## src/rtl/pipe_adder.sv

```systemverilog
// ============================================================================
// Module   : pipe_adder
// Brief    : Two-stage registered unsigned adder, WIDTH-bit operands to a
//            WIDTH+1-bit sum, plus a pipeline fill flag.
//            Optional macro PIPE_ADDER_CARRY_SPLIT_EN splits the add across
//            both stages (low half + carry first, high half second).
// Revision : 1.0 - initial release
// ============================================================================
`default_nettype none

module pipe_adder #(
    parameter int WIDTH   = 8,
    parameter int LATENCY = 2
) (
    input  logic             clk,
    input  logic             rst,
    input  logic [WIDTH-1:0] a,
    input  logic [WIDTH-1:0] b,
    output logic [WIDTH:0]   sum,
    output logic             fill_valid
);

    generate
        if (LATENCY != 2) begin : g_latency_check
            $error("pipe_adder: LATENCY must be 2");
        end
    endgenerate

    logic [WIDTH:0] sum_d;
    logic [WIDTH:0] sum_q;
    logic [1:0]     fill_d;
    logic [1:0]     fill_q;

`ifdef PIPE_ADDER_CARRY_SPLIT_EN
    localparam int c_LO_W = (WIDTH + 1) / 2;
    localparam int c_HI_W = WIDTH - c_LO_W;

    logic [c_LO_W:0]   w_lo_full;
    logic [c_HI_W:0]   w_hi_full;
    logic [c_LO_W-1:0] lo_d;
    logic [c_LO_W-1:0] lo_q;
    logic              carry_d;
    logic              carry_q;
    logic [c_HI_W-1:0] ah_d;
    logic [c_HI_W-1:0] ah_q;
    logic [c_HI_W-1:0] bh_d;
    logic [c_HI_W-1:0] bh_q;

    always_comb begin
        w_lo_full = {1'b0, a[c_LO_W-1:0]} + {1'b0, b[c_LO_W-1:0]};
        lo_d      = w_lo_full[c_LO_W-1:0];
        carry_d   = w_lo_full[c_LO_W];
        ah_d      = a[WIDTH-1:c_LO_W];
        bh_d      = b[WIDTH-1:c_LO_W];
        // Upper halves absorb the low-half carry, then rejoin the low bits.
        w_hi_full = {1'b0, ah_q} + {1'b0, bh_q} + {{c_HI_W{1'b0}}, carry_q};
        sum_d     = {w_hi_full, lo_q};
        fill_d    = {fill_q[0], 1'b1};
    end

    always_ff @(posedge clk) begin
        if (rst) begin
            lo_q    <= '0;
            carry_q <= 1'b0;
            ah_q    <= '0;
            bh_q    <= '0;
            sum_q   <= '0;
            fill_q  <= '0;
        end else begin
            lo_q    <= lo_d;
            carry_q <= carry_d;
            ah_q    <= ah_d;
            bh_q    <= bh_d;
            sum_q   <= sum_d;
            fill_q  <= fill_d;
        end
    end
`else
    logic [WIDTH-1:0] a_d;
    logic [WIDTH-1:0] a_q;
    logic [WIDTH-1:0] b_d;
    logic [WIDTH-1:0] b_q;

    always_comb begin
        a_d    = a;
        b_d    = b;
        sum_d  = {1'b0, a_q} + {1'b0, b_q};
        fill_d = {fill_q[0], 1'b1};
    end

    always_ff @(posedge clk) begin
        if (rst) begin
            a_q    <= '0;
            b_q    <= '0;
            sum_q  <= '0;
            fill_q <= '0;
        end else begin
            a_q    <= a_d;
            b_q    <= b_d;
            sum_q  <= sum_d;
            fill_q <= fill_d;
        end
    end
`endif

    assign sum        = sum_q;
    assign fill_valid = fill_q[1];

endmodule

`default_nettype wire

```

## config.mk

```make
export PLATFORM = sky130hd
export DESIGN_NAME = pipe_adder
export DESIGN_NICKNAME = d
export VERILOG_FILES = /design/src/rtl/pipe_adder.sv
export SDC_FILE = /design/constraint.sdc
export NUM_CORES = 1
export LEC_CHECK = 0
export CORE_ASPECT_RATIO = 1.4
export CORE_MARGIN = 2
export CORE_UTILIZATION = 45
export DETAILED_ROUTE_END_ITERATION = 10
export GPL_TIMING_DRIVEN = 0
export PLACE_DENSITY = 0.78
export SLEW_MARGIN = 20
export SYNTH_ARGS = -nofsm -noshare
export SYNTH_HDL_FRONTEND = slang
export SYNTH_SLANG_ARGS = --single-unit
export TNS_END_PERCENT = 100
```

## constraint.sdc

```tcl
create_clock -name clk -period 2.2 [get_ports clk]
set_input_delay 0.33 -clock clk [delete_from_list [all_inputs] [get_ports clk]]
set_output_delay 0.33 -clock clk [all_outputs]
set_load 0.05 [all_outputs]
```

==> results of run 1 <==
-- cells by family (layout without fill, tap and decap cells) --
| logic type | after synthesis | in the layout | share of synthesized area (%) |
|---|---|---|---|
| AND/OR/NAND/NOR | 34 | 34 | 19.0 |
| flip-flops | 27 | 27 | 54.7 |
| AO/OA/AOI/OAI | 15 | 15 | 10.4 |
| adder cells (fa/ha/maj) | 9 | 9 | 12.2 |
| XOR/XNOR | 3 | 3 | 2.66 |
| buffers and inverters | 3 | 34 | 1.14 |
-- power groups by stage --
stage | Clock, W | Combinational (W) | Sequential (W)
after floorplan | 0 | 0.0000664 | 0.000592
after global placement | 0 | 0.000187 | 0.000540
after detailed placement | 0 | 0.000190 | 0.000541
after CTS | 0.000218 | 0.000191 | 0.000530
after global routing | 0.000234 | 0.000205 | 0.000533
final | 0.000213 | 0.000190 | 0.000529
-- cell type report --
type / instances / area [µm²] / share of cell area, %
Sequential cell: 27 / 541 / 41.1
Multi-Input combinational cell: 61 / 437 / 33.2
Timing Repair Buffer: 27 / 270 / 20.5
Tap cell: 22 / 27.5 / 2.09
Clock buffer: 3 / 22.5 / 1.71
Clock inverter: 1 / 7.51 / 0.570
Buffer: 2 / 7.51 / 0.570
Inverter: 1 / 3.75 / 0.285
-- sequential cells by signal, summed over array words and instances, names as in the netlist --
signal  cells
a_q         8
fill_q      2
b_q         8
sum         9
-- final timing paths --
kind | start | to | slack, ps
setup reg to reg | a_q[0] | sum[8] | 310
setup / recovery | a_q[0] | sum[8] | 310
hold / removal | fill_q[0] | fill_q[1] | 460
hold reg to reg | fill_q[0] | fill_q[1] | 460
-- metal layers --
layer	share of wire (%)	global-route usage, %	routed length [µm]
met2	56	23.7	853
met5	0	0	0
met3	4.6	3.66	69
met4	2.9	7.79	44
met1	36	11.6	545
-- stage by stage --
step	cells	total power, W
global route	144	0.000972
CTS	144	0.000939
global placement	140	0.000726
finish	144	0.000932
floorplan	91	0.000659
detailed placement	140	0.000731
-- cell usage in the layout (no fill, tap or decap) --
| cell type | synthesis | routed |
|---|---|---|
| o21a_1 | 1 | 1 |
| nand3_1 | 1 | 1 |
| xnor2_1 | 2 | 2 |
| nor3_1 | 4 | 4 |
| inv_1 | 1 | 1 |
| dfxtp_1 | 27 | 27 |
| o21ai_0 | 2 | 2 |
| o31a_1 | 1 | 1 |
| a211oi_1 | 1 | 1 |
| clkdlybuf4s50_1 | 0 | 27 |
| nor3b_1 | 1 | 1 |
| nand4_1 | 1 | 1 |
| a21oi_1 | 4 | 4 |
| clkinvlp_4 | 0 | 1 |
| a311oi_1 | 1 | 1 |
| xor2_1 | 1 | 1 |
| ha_1 | 8 | 8 |
| fa_1 | 1 | 1 |
| nor2_1 | 6 | 6 |
| clkbuf_1 | 2 | 2 |
| a21o_1 | 3 | 3 |
| clkbuf_4 | 0 | 3 |
| a31o_2 | 1 | 1 |
| a31o_1 | 1 | 1 |
| nand2_1 | 2 | 2 |
| nor2b_1 | 19 | 19 |
==> reports/metrics.csv, run 1 <==
metric;value;unit
die_x;43.6;µm
grt_max_degree;17;
synth_area_leaders;dfxtp_1, nor2b_1, ha_1, a21o_1, nor2_1;
cts-root-buf;clkbuf_4;
critPathRequiredTime;2430;ps
htreeDepth;1;
synth-async-reset-ratio;0;%
critical_path.cell_chain;ha_1, fa_1, a21o_1, a311oi_1, nor2_1, o31a_1;
fin_util;61.9;%
fillers;173;
ys_seq_area_share;54.7;%
fin_crit_sh;86.1;%
grt_pass1_vias;635;
via_per_inst;5.11;
path_delay_family;compound AO/OA/AOI/OAI gates;
holdPathStages;1;
path_buf_inv;0;
fin_setup_tns;0;ps
syn_nets;118;
worstPathMaxFanout;3;
ant_nets;0;
synthesis.area;988;µm²
cts_sinks;27;
slew-limit-headroom;67.0;%
cts.reportedPaths.clkPinSlew;140;ps
fp.dieArea;0.00259;mm²
p_sw_share;27.3;%
start_util;46.5;%
hold-worst-slack;458;ps
maxSlewViolCount;0;
yosys.area.top_type_share;54.7;%
arrival;2120;ps
hold_viol;0;
drive_above_1_share;4.10;%
drv_cap;0;
crit_path_end_kind;flop;
place_ws;340;ps
synth_edf_count;0;
clock_path_buffers;2;
grt_overflow_total;0;
yosysWarningCount;0;
wl;1510;µm
cts_hold_buf;0;
synth_seq_cells;27;
gp_congestion;0.682;
syn_area_per_cell;10.9;µm²
first_pass_iters;5;
clock_latency;330;ps
outcome;complete, no violations;
hpwl;1190;µm
power.switching;0.000255;W
syn_inst;91;
design_area;0.00132;mm²
io_pins;28;
cpPeakStageDelay;420;ps
leakage;0.554;nW
crit_slowest_cell;fa_1;
power_density;708;mW/mm²
synthDistinctLibCells;23;
hold_path_class;reg -> reg;
areaGrowthSynthToFinish;33.2;%
worst_slew_pin_slew;494;ps
fin_ws;306;ps
rows;20;
skew;6.69;ps
grt_pass1_wl;2410;µm
cts_tree;yes;
postCtsSetupBuffers;0;
core_region_area;0.00213;mm²
portBuffers;27;
diodes;0;
drtIter0Drc;11;
reg2regPathDepth;6;
place_area;0.00129;mm²
synth.cells.most_frequent;dfxtp_1, nor2b_1, ha_1, nor2_1;
p_seq_share;56.8;%
synth_ff_type;dfxtp_1;
fmax;528;MHz
crit_type;reg -> reg;
synth_top_area_cell;dfxtp_1;
vias;736;
final_nets;150;
drc;0;
internal_power;0.000677;W
setup_viol;0;
cts_resized;0;
irDropWorstVdd;0.000420;V
grt_util_all_layers;12.7;%
startpoint_type;flop;
rsz0062_at_grt;no;
p_comb_share;20.3;%
die_height;59.5;µm
final.min_clock_period;1890;ps
crit_cells;6;
yosysMostFrequentCell;dfxtp_1;
clockPowerShare;22.9;%
cts_buffers;3;
antenna_found_initial;0;
wire_per_inst;10.5;µm
Note: power is estimated with default switching activity, not from simulation.
==> run 2: changes to the inputs <==
- CELL_PAD_IN_SITES_DETAIL_PLACEMENT: not set -> 0
- CELL_PAD_IN_SITES_GLOBAL_PLACEMENT: not set -> 2
- CORE_UTILIZATION: 45 -> 28
==> reports/metrics.csv, run 2 (same netlist as run 1, synthesis figures left out) <==
metric;value;unit;change
grt_max_degree;15;;was 17
clockPowerShare;26.9;%;was 22.9%
fin_ws;295;ps;was 306 ps
largest_reg_flops;9;;unchanged
critical_path.cell_chain;ha_1, fa_1, a21o_1, a311oi_1, nor2_1, o31a_1;;unchanged
holdPathStages;1;;unchanged
cts_resized;0;;unchanged
cts.reportedPaths.clkPinSlew;80;ps;was 140 ps
place_area;0.00131;mm²;was 0.00129 mm²
outcome;complete, no violations;;unchanged
crit_slowest_cell;fa_1;;unchanged
internal_power;0.000736;W;was 0.000677 W
clock_path_buffers;2;;unchanged
worstPathMaxFanout;3;;unchanged
critPathRequiredTime;2360;ps;was 2430 ps
cts_hold_buf;0;;unchanged
final_nets;150;;unchanged
gp_congestion;0.816;;was 0.682
drv_cap;0;;unchanged
arrival;2060;ps;was 2120 ps
hpwl;1210;µm;was 1190 µm
portBuffers;27;;unchanged
drc;0;;unchanged
fin_crit_sh;86.6;%;was 86.1%
diodes;0;;unchanged
rsz0062_at_grt;no;;unchanged
power.switching;0.000245;W;was 0.000255 W
rrSetupSlack;290;ps;was 310 ps
startpoint_type;flop;;unchanged
grt_pass1_vias;629;;was 635
areaGrowthSynthToFinish;37.0;%;was 33.2%
slew-limit-headroom;67.0;%;about the same
power_density;724;mW/mm²;was 708 mW/mm²
maxSlewViolCount;0;;unchanged
grt_util_all_layers;8.57;%;was 12.7%
wire_per_inst;9.26;µm;was 10.5 µm
p_seq_share;53.9;%;was 56.8%
worst_slew_pin_slew;493;ps;was 494 ps
drive_above_1_share;3.28;%;was 4.10%
power.total;0.000980;W;was 0.000932 W
hold_end;fill_q[1];;unchanged
cts-root-buf;clkbuf_8;;was clkbuf_4
p_sw_share;25.0;%;was 27.3%
fp.dieArea;0.00403;mm²;was 0.00259 mm²
path_delay_family;compound AO/OA/AOI/OAI gates;;unchanged
layout_common_cells;dfxtp_1, clkdlybuf4s50_1, nor2b_1;;unchanged
design_area;0.00135;mm²;was 0.00132 mm²
htreeDepth;1;;unchanged
cts_sinks;27;;unchanged
cts_tree;yes;;unchanged
clock_latency;260;ps;was 330 ps
vias;695;;was 736
p_comb_share;19.2;%;was 20.3%
first_pass_iters;3;;was 5
grt_pass1_wl;2510;µm;was 2410 µm
postCtsSetupBuffers;0;;unchanged
die_height;74.3;µm;was 59.5 µm
grt_overflow_total;0;;unchanged
path_buf_inv;0;;unchanged
wl;1500;µm;was 1510 µm
skew;1.68;ps;was 6.69 ps
core_region_area;0.00338;mm²;was 0.00213 mm²
place_ws;300;ps;was 340 ps
cpPeakStageDelay;410;ps;was 420 ps
reg2regPathDepth;6;;unchanged
fmax;525;MHz;was 528 MHz
hold_path_class;reg -> reg;;unchanged
final.min_clock_period;1910;ps;was 1890 ps
io_pins;28;;unchanged
hp-start;fill_q[0];;unchanged
setup_viol;0;;unchanged
leakage;0.563;nW;was 0.554 nW
antenna_found_initial;0;;unchanged
crit_type;reg -> reg;;unchanged
rows;25;;was 20
ant_nets;0;;unchanged
irDropWorstVdd;0.000315;V;was 0.000420 V
crit_path_end_kind;flop;;unchanged
start_util;29.3;%;was 46.5%
hold_viol;0;;unchanged
die_x;54.2;µm;was 43.6 µm
drtIter0Drc;6;;was 11
cts_buffers;3;;unchanged
timing.rr.end;sum[8];;unchanged
via_per_inst;4.29;;was 5.11
fin_setup_tns;0;ps;unchanged
rr_startpoint;a_q[0];;unchanged
==> run 2: cell count changes in the layout (fill, tap and decap cells not counted), sizes merged <==
cell | previous run | this run
clkinvlp | 1 | 0
clkbuf | 5 | 6
==> run 2: worst max path at each step <==
stage / from / end / slack [ps] / cells after the start
final: a_q[0] / sum[8] / 290 / 6
after global routing: a_q[0] / sum[8] / 140 / 6
after CTS: a_q[0] / sum[8] / 280 / 6
after detailed placement: a_q[0] / sum[8] / 300 / 6
after global placement: a_q[0] / sum[8] / 340 / 6
after floorplan: a_q[0] / sum[8] / 440 / 6
==> run 2: area by class of cell <==
class,instances,area (µm²)
fillers,367,2020
plain buffers,2,7.51
flip-flops and latches,27,541
clock buffers,4,45.0
inverters,1,3.75
multi-input cells,61,437
repair buffers,27,270
well taps,40,50.0
==> run 2: stage by stage <==
step / std cells / util, % / hold slack [ps]
2_1_floorplan: 91 / - / 402
3_5_place_dp: 158 / 38.7 / 426
5_1_grt: 162 / 40.1 / 476
4_1_cts: 162 / 40.1 / 446
6_report: 162 / 40.1 / 442
3_3_place_gp: 158 / 38.7 / 417
==> run 2: routing by layer <==
| metal | GRT usage (%) | wire length (µm) |
|---|---|---|
| met3 | 1.81 | 91 |
| met5 | 0 | 0 |
| met4 | 5.83 | 38 |
| met2 | 14.1 | 753 |
| met1 | 9.67 | 617 |
==> run 2: power by group through the flow <==
stage / Clock [W] / Combinational [W] / Sequential [W]
2_1_floorplan: 0 / 0.0000664 / 0.000592
3_3_place_gp: 0 / 0.000190 / 0.000540
3_5_place_dp: 0 / 0.000190 / 0.000541
4_1_cts: 0.000277 / 0.000191 / 0.000530
5_1_grt: 0.000294 / 0.000206 / 0.000532
6_report: 0.000264 / 0.000188 / 0.000529
